**src/rtl/uart_pkg.sv**
```systemverilog
// Shared UART definitions: FSM state codes and default baud generator constants.
package uart_pkg;

   localparam logic [1:0] ST_IDLE  = 2'd0;
   localparam logic [1:0] ST_START = 2'd1;
   localparam logic [1:0] ST_DATA  = 2'd2;
   localparam logic [1:0] ST_STOP  = 2'd3;

   // Accumulator tick generator: 50 MHz * 151 / 2^12 ~= 16 x 115200 baud.
   localparam int BAUD_INC = 151;
   localparam int BAUD_N   = 12;

endpackage

```
**src/rtl/sync_2ff.sv**
```systemverilog
// Single-bit two-flop synchronizer with configurable reset value.
module sync_2ff #(
   parameter logic RST_VAL = 1'b1
) (
   input  logic CLK50MHZ,
   input  logic RST,
   input  logic d,
   output logic q
);

   logic meta;

   always_ff @(posedge CLK50MHZ) begin
      if (RST) begin
         meta <= RST_VAL;
         q    <= RST_VAL;
      end else begin
         meta <= d;
         q    <= meta;
      end
   end

endmodule

```
**src/rtl/uart_rx.sv**
```systemverilog
// Oversampling UART receiver (8N1 default, LSB first) driven by an external tick enable.
module uart_rx
   import uart_pkg::*;
#(
   parameter int DATA_BITS  = 8,
   parameter int OVERSAMPLE = 16,
   parameter int CNT_W      = 4
) (
   input  logic                 CLK50MHZ,
   input  logic                 RST,
   input  logic                 tick,
   input  logic                 rx,
   output logic [DATA_BITS-1:0] data,
   output logic                 valid,
   output logic                 frame_err,
   output logic                 busy
);

   localparam int BIDX_W = $clog2(DATA_BITS) + 1;
   localparam logic [CNT_W-1:0]  HALF_LAST = CNT_W'(OVERSAMPLE/2 - 1);
   localparam logic [CNT_W-1:0]  FULL_LAST = CNT_W'(OVERSAMPLE - 1);
   localparam logic [BIDX_W-1:0] LAST_BIT  = BIDX_W'(DATA_BITS - 1);

   if (DATA_BITS < 5 || DATA_BITS > 9 || OVERSAMPLE < 4 || (OVERSAMPLE % 2) != 0 ||
       (1 << CNT_W) < OVERSAMPLE) begin : g_bad_param
      $error("uart_rx: illegal DATA_BITS/OVERSAMPLE/CNT_W combination");
   end

   typedef enum logic [1:0] {
      S_IDLE  = ST_IDLE,
      S_START = ST_START,
      S_DATA  = ST_DATA,
      S_STOP  = ST_STOP
   } state_t;

   state_t                 state;
   logic [CNT_W-1:0]       cnt;
   logic [BIDX_W-1:0]      bitidx;
   logic [DATA_BITS-1:0]   shreg;
   logic                   rx_s;

   sync_2ff #(.RST_VAL(1'b1)) u_sync (
      .CLK50MHZ (CLK50MHZ),
      .RST      (RST),
      .d        (rx),
      .q        (rx_s)
   );

   always_ff @(posedge CLK50MHZ) begin
      if (RST) begin
         state     <= S_IDLE;
         cnt       <= '0;
         bitidx    <= '0;
         shreg     <= '0;
         data      <= '0;
         valid     <= 1'b0;
         frame_err <= 1'b0;
         busy      <= 1'b0;
      end else begin
         valid     <= 1'b0;
         frame_err <= 1'b0;
         if (tick) begin
            case (state)
               S_IDLE: begin
                  if (!rx_s) begin
                     state <= S_START;
                     cnt   <= '0;
                     busy  <= 1'b1;
                  end
               end
               // Re-check the line at mid start bit to reject short glitches.
               S_START: begin
                  if (cnt == HALF_LAST) begin
                     cnt    <= '0;
                     bitidx <= '0;
                     if (!rx_s) begin
                        state <= S_DATA;
                     end else begin
                        state <= S_IDLE;
                        busy  <= 1'b0;
                     end
                  end else begin
                     cnt <= cnt + 1'b1;
                  end
               end
               S_DATA: begin
                  if (cnt == FULL_LAST) begin
                     cnt    <= '0;
                     shreg  <= {rx_s, shreg[DATA_BITS-1:1]};
                     bitidx <= bitidx + 1'b1;
                     if (bitidx == LAST_BIT) state <= S_STOP;
                  end else begin
                     cnt <= cnt + 1'b1;
                  end
               end
               // Leave at mid stop bit so a start edge right after it is caught.
               S_STOP: begin
                  if (cnt == FULL_LAST) begin
                     cnt   <= '0;
                     state <= S_IDLE;
                     busy  <= 1'b0;
                     if (rx_s) begin
                        data  <= shreg;
                        valid <= 1'b1;
                     end else begin
                        frame_err <= 1'b1;
                     end
                  end else begin
                     cnt <= cnt + 1'b1;
                  end
               end
               default: begin
                  state <= S_IDLE;
                  busy  <= 1'b0;
               end
            endcase
         end
      end
   end

endmodule

```
**config.mk**
```make
export PLATFORM = sky130hd
export DESIGN_NAME = uart_rx
export DESIGN_NICKNAME = d
export VERILOG_FILES = /design/src/rtl/uart_pkg.sv /design/src/rtl/sync_2ff.sv /design/src/rtl/uart_rx.sv
export SDC_FILE = /design/constraint.sdc
export NUM_CORES = 1
export LEC_CHECK = 0
export ABC_AREA = 1
export BUFFER_PORTS_ARGS = -buffer_cell sky130_fd_sc_hd__buf_4
export CAP_MARGIN = 15
export CORE_ASPECT_RATIO = 1.25
export CORE_UTILIZATION = 45
export CTS_BUF_LIST = sky130_fd_sc_hd__clkbuf_16
export CTS_CLUSTER_SIZE = 10
export DETAILED_ROUTE_END_ITERATION = 8
export SETUP_SLACK_MARGIN = 0.05
export SYNTH_ARGS = -nofsm -noshare
export SYNTH_HDL_FRONTEND = slang
export SYNTH_HIERARCHICAL = 1
export SYNTH_SLANG_ARGS = --single-unit
export TNS_END_PERCENT = 30
```
**constraint.sdc**
```tcl
create_clock -name CLK50MHZ -period 3.5 [get_ports CLK50MHZ]
set_input_delay 0.7 -clock CLK50MHZ [delete_from_list [all_inputs] [get_ports CLK50MHZ]]
set_output_delay 0.7 -clock CLK50MHZ [all_outputs]
set_load 0.005 [all_outputs]
```
==> impl_metrics.ini, run 1 <==
[route]
first_iter_violations = 30
ant_nets = 0
vias = 1118
drc_errors = 0
wire_per_inst_um = 11.15
viasPerCell = 4.947
routed_wirelength_mm = 2.519
first_pass_iters = 4

[sta]
setup_violations = 0
finalMaxSlewViolations = 0
setup_ws_ns = 1.966
rsz0062_at_grt = false
finalCritPeriodShare_pct = 43.84
skew_ns = 0.005941
period_minus_slack_ns = 1.534
fmax_mhz = 651.7
setup_tns_ns = 0
hold_violations = 0
worst_slew_pin_slew_ns = 0.2920
slew_headroom_pct = 80.33

[worst_setup_path]
end_kind = flop
r2r_slack_ns = 1.97
cp.buffers_inverters = 2
rr_startpoint = cnt[0]
reg2reg_depth = 8
startpoint = cnt[0]
rr_endpoint = bitidx[1]
slowest_stage = dfxtp_1
slowest_delay_ns = 0.37
critPathRequiredTime_ns = 3.66
cp_top_family = simple AND/OR/NAND/NOR gates
crit_chain = ha_1, nand3_1, inv_2, nand3_4, nand2_4, inv_1, o21ai_0, nor2_1
crit_path_start_kind = flop
path_depth = 8
endpoint = bitidx[1]
arrival_ns = 1.69
path_class = flop to flop
path_max_fanout = 10

[yosys]
synth_xor_area_share_pct = 0.6641
synthCells = 174
ys_seq_elements = 31
yosys_warnings = 6
synth.cell_area_sq_um = 1319
synth_top_family_by_area = simple AND/OR/NAND/NOR gates
syn-num-nets = 180
synth_compound_area_share_pct = 16.41
syn_avg_cell_area_sq_um = 7.579
synth-simple-area-share_pct = 23.91
synth.distinct_cells = 25
synthAdderAreaFrac_pct = 1.898
synthMuxAreaShare_pct = 0
ys_seq_area_share_pct = 47.06

[cells_and_area]
diodes = 0
nets = 198
drive_gt1_share_pct = 15.10
area_growth_syn_to_layout_pct = 19.83

[global_route]
grt_pass1_wl_mm = 4.443
grtUsageTotal_pct = 18.95
first_global_vias = 1055
antenna_found_initial = 0
grt_max_degree = 20
grt-ovfl-total = 0

[floorplanning]
ios = 15
design.die.area_sq_um = 3153
die_h_um = 62.53
num_rows = 21
core_sq_um = 2733
fp.dieW_um = 50.42
initial_core_util_pct = 48.26

[clock_tree]
cts_htree_levels = 2
cts-resized-gates = 0
cts_hold_buf = 0
root_buffer = clkbuf_16
clk_latency_ns = 0.27
numCtsBuffers = 5
cts_setup_buffers = 0
clk_pin_slew_ns = 0.05
cts.sinks = 31
cts_tree = built
cts_buffer_depth = 2

[place]
pre_cts_ws_ns = 1.939
place_congestion = 0.8283
dpl.hpwl_mm = 1.780
portBuffers = 14

[min_path]
min_from = u_sync/meta
hold_class = flop to flop

[pwr]
powerDensity_nw_per_um2 = 496.1
leakage_nw = 0.6655
vdd_ir_drop_max_uv = 296.6

[flow_run]
cap_violations = 0

[outcome]
status = finished clean
==> layout make-up <==
cell class / count / area, sq um
clock inverters: 2 / 8.758
fillers: 282 / 1152
repair buffers: 14 / 105.1
clock buffers: 5 / 125.1
multi-input cells: 110 / 565.5
flip-flops and latches: 31 / 620.6
inverters: 30 / 112.6
well taps: 34 / 42.54
==> cells in the mapped netlist <==
master	n	area, sq um
dfxtp_1	31	620.6
inv_1	27	101.4
nor2_1	27	101.4
nand2_1	19	71.32
o21ai_0	19	95.09
a21oi_1	18	90.09
nand3_1	10	50.05
inv_2	3	11.26
ha_1	2	25.02
o21ai_1	2	10.01
o21bai_1	2	15.01
a31oi_1	1	6.260
buf_2	1	5.000
buf_6	1	11.26
clkbuf_1	1	3.750
nand2_2	1	6.260
nand2_4	1	11.26
nand3_2	1	10.01
nand3_4	1	17.52
nand3b_1	1	7.510
nand4_1	1	6.260
nand4_4	1	21.27
nor2_2	1	6.260
nor4_1	1	6.260
xor2_1	1	8.760
==> placed cells by master (no fill, tap or decap), drive strengths merged <==
cell	count
inv	30
nand4	2
nor4	1
clkinv	2
xor2	1
dfxtp	31
a31oi	1
nand3	12
ha	2
a21oi	18
nor2	28
nand2	21
nand3b	1
o21ai	21
buf	14
clkbuf	5
o21bai	2
==> registers in the layout, summed over array words and instances (netlist names), named ones only <==
register / cells
data: 8
shreg: 8
bitidx: 4
cnt: 4
busy: 1
frame_err: 1
state: 1
u_sync/meta: 1
u_sync/q: 1
valid: 1
==> worst reg2reg max path, stage by stage, from the launching register on <==
cell     delay (ns)
dfxtp_1        0.37
ha_1           0.22
nand3_1        0.16
inv_2          0.14
nand3_4        0.14
nand2_4        0.14
inv_1          0.05
o21ai_0        0.15
nor2_1         0.05
==> metrics by stage <==
step	utilization (%)	power [mW]	cell area (sq um)	hold WS [ns]	cells
finish	57.83	0.7839	1580	0.4096	226
global route	57.83	0.8200	1580	0.4470	226
detailed placement	52.93	0.3956	1446	0.3955	219
floorplan	-	0.3856	1319	0.3795	174
global placement	52.93	0.3951	1446	0.4002	219
CTS	57.83	0.7932	1580	0.4127	226
==> cell families after synthesis <==
group           after synthesis
simple gates                 65
compound gates               42
buf+inv                      33
flops                        31
fa+ha+maj                     2
xor+xnor                      1
==> per-layer routing <==
layer  vias to the layer above  global-route usage (%)  routed length, um
met1                       495                   20.06               1133
met5                         -                       0                  0
li1                        589                       -                  -
met2                        30                   31.17               1253
met4                         0                   11.11                 31
met3                         4                   7.299                102
==> report_power, final <==
part	internal, mW	switching (mW)
Combinational	0.00966	0.0196
Clock	0.254	0.141
Sequential	0.356	0.00302
Total	0.620	0.164
==> worst min path at each step <==
stage / end / slack, ns / cells past startpoint
5_1_grt: u_sync/q / 0.45 / 2
6_report: u_sync/q / 0.41 / 2
2_1_floorplan: u_sync/q / 0.38 / 2
4_1_cts: u_sync/q / 0.41 / 2
3_3_place_gp: u_sync/q / 0.40 / 2
3_5_place_dp: u_sync/q / 0.40 / 2
Power figures use the tool's default switching activity.
==> inputs of run 2 (changes only) <==
clock period = 1.55 ns   (was 3.5 ns; I/O delays follow)
==> impl_metrics.ini, run 2 (synthesized netlist as in run 1, its figures left out) <==
[clock_tree]
root_buffer = clkbuf_16
cts_htree_levels = 2
cts_tree = built
numCtsBuffers = 5
cts_buffer_depth = 2
clk_latency_ns = 0.27
clk_pin_slew_ns = 0.05
cts.sinks = 31
cts_hold_buf = 0

[sta]
slew_headroom_pct = 79.81
fmax_mhz = 713.0
setup_violations = 0
rsz0062_at_grt = true
period_minus_slack_ns = 1.402
finalMaxSlewViolations = 0
setup_ws_ns = 0.1476
skew_ns = 0.004811
worst_slew_pin_slew_ns = 0.2997
setup_tns_ns = 0
hold_violations = 0
finalCritPeriodShare_pct = 90.48

[global_route]
top_usage_layer = met2
grt_pass1_wl_mm = 4.560
first_global_vias = 1066
use_met1_pct = 21.77
grtUsageTotal_pct = 19.45
use_met3_pct = 5.839
antenna_found_initial = 0
met2_usage_pct = 32.17
grt-ovfl-total = 0
grt_max_degree = 20

[route]
drc_errors = 0
first_iter_violations = 33
first_pass_iters = 4
viasPerCell = 5.026
ant_nets = 0
wire_per_inst_um = 11.53
routed_wirelength_mm = 2.628
vias = 1146

[cells_and_area]
layout_common_cells = inv_1, dfxtp_1, nor2_1, nand2_1
fillers = 263
reg_top3 = data: 8 flops, shreg: 8 flops
diodes = 0
nets = 199
area_growth_syn_to_layout_pct = 22.39
drive_gt1_share_pct = 17.53

[flow_run]
cap_violations = 0

[worst_setup_path]
cp.buffers_inverters = 2
cp_top_family = simple AND/OR/NAND/NOR gates
crit_chain = ha_4, nand3_2, inv_4, nand3_4, nand2_4, inv_1, o21ai_0, nor2_1
arrival_ns = 1.56
critPathRequiredTime_ns = 1.71
startpoint = cnt[0]
end_kind = flop
slowest_stage = dfxtp_2
path_class = flop to flop
rr_startpoint = cnt[0]
slowest_delay_ns = 0.38
path_max_fanout = 7
crit_path_start_kind = flop

[floorplanning]
die_h_um = 62.53
num_rows = 21
core_sq_um = 2733
fp.dieW_um = 50.42
ios = 15
initial_core_util_pct = 48.26
design.die.area_sq_um = 3153

[place]
dpl.hpwl_mm = 1.832
pre_cts_ws_ns = 0.04045
place_congestion = 0.8349
portBuffers = 14

[min_path]
min_from = rx
hold_class = input port to flop

[pwr]
leakage_nw = 0.6764
vdd_ir_drop_max_uv = 821.3
powerDensity_nw_per_um2 = 1101

[outcome]
status = finished clean
==> run 2: per-stage QoR <==
step           power (mW)  util (%)  std cells  hold slack [ns]  area [sq um]
4_1_cts             1.791     58.24        227           0.2322          1592
3_5_place_dp       0.8923     52.93        219           0.4197          1446
6_report            1.776     59.07        228           0.2334          1614
2_1_floorplan      0.8707         -        174           0.3795          1319
5_1_grt             1.849     59.07        228           0.2413          1614
3_3_place_gp       0.8917     52.93        219           0.4009          1446
==> run 2: layout make-up <==
type	instances	area, sq um	area share, %
Tap cell	34	42.54	2.636
Clock buffer	5	125.1	7.752
Timing Repair Buffer	15	112.6	6.977
Clock inverter	3	12.51	0.7752
Inverter	30	115.1	7.132
Sequential cell	31	623.1	38.60
Multi-Input combinational cell	110	583.1	36.12
==> run 2: routing by layer <==
metal | up-vias | routed length (um)
met2 | 30 | 1242
met3 | 11 | 104
met5 | - | 0
li1 | 597 | -
met1 | 508 | 1177
met4 | 0 | 104
==> run 2: path summary, 6_finish.rpt <==
check | to | depth (start not counted) | slack, ns
setup / recovery | bitidx[1] | 8 | 0.15
hold / removal | u_sync/meta | 3 | 0.23
setup reg to reg | bitidx[1] | 8 | 0.15
hold reg to reg | u_sync/q | 2 | 0.44
==> run 2: power by group <==
part | switching [mW] | internal (mW) | leakage [nW]
sequential | 0.00721 | 0.804 | 0.251
clock | 0.320 | 0.578 | 0.0762
combinational | 0.0449 | 0.0220 | 0.349
total | 0.372 | 1.40 | 0.676
==> run 2: repair_timing <==
action                                  4_1_cts  5_1_grt
endpoints found under the setup margin        3       15
setup buffers                                 0        1
gates resized for setup                       2        5
==> run 2: worst reg2reg max path, stage by stage, from the launching register on <==
cell     delay (ns)
dfxtp_2        0.38
ha_4           0.16
nand3_2        0.13
inv_4          0.12
nand3_4        0.11
nand2_4        0.13
inv_1          0.06
o21ai_0        0.15
nor2_1         0.06
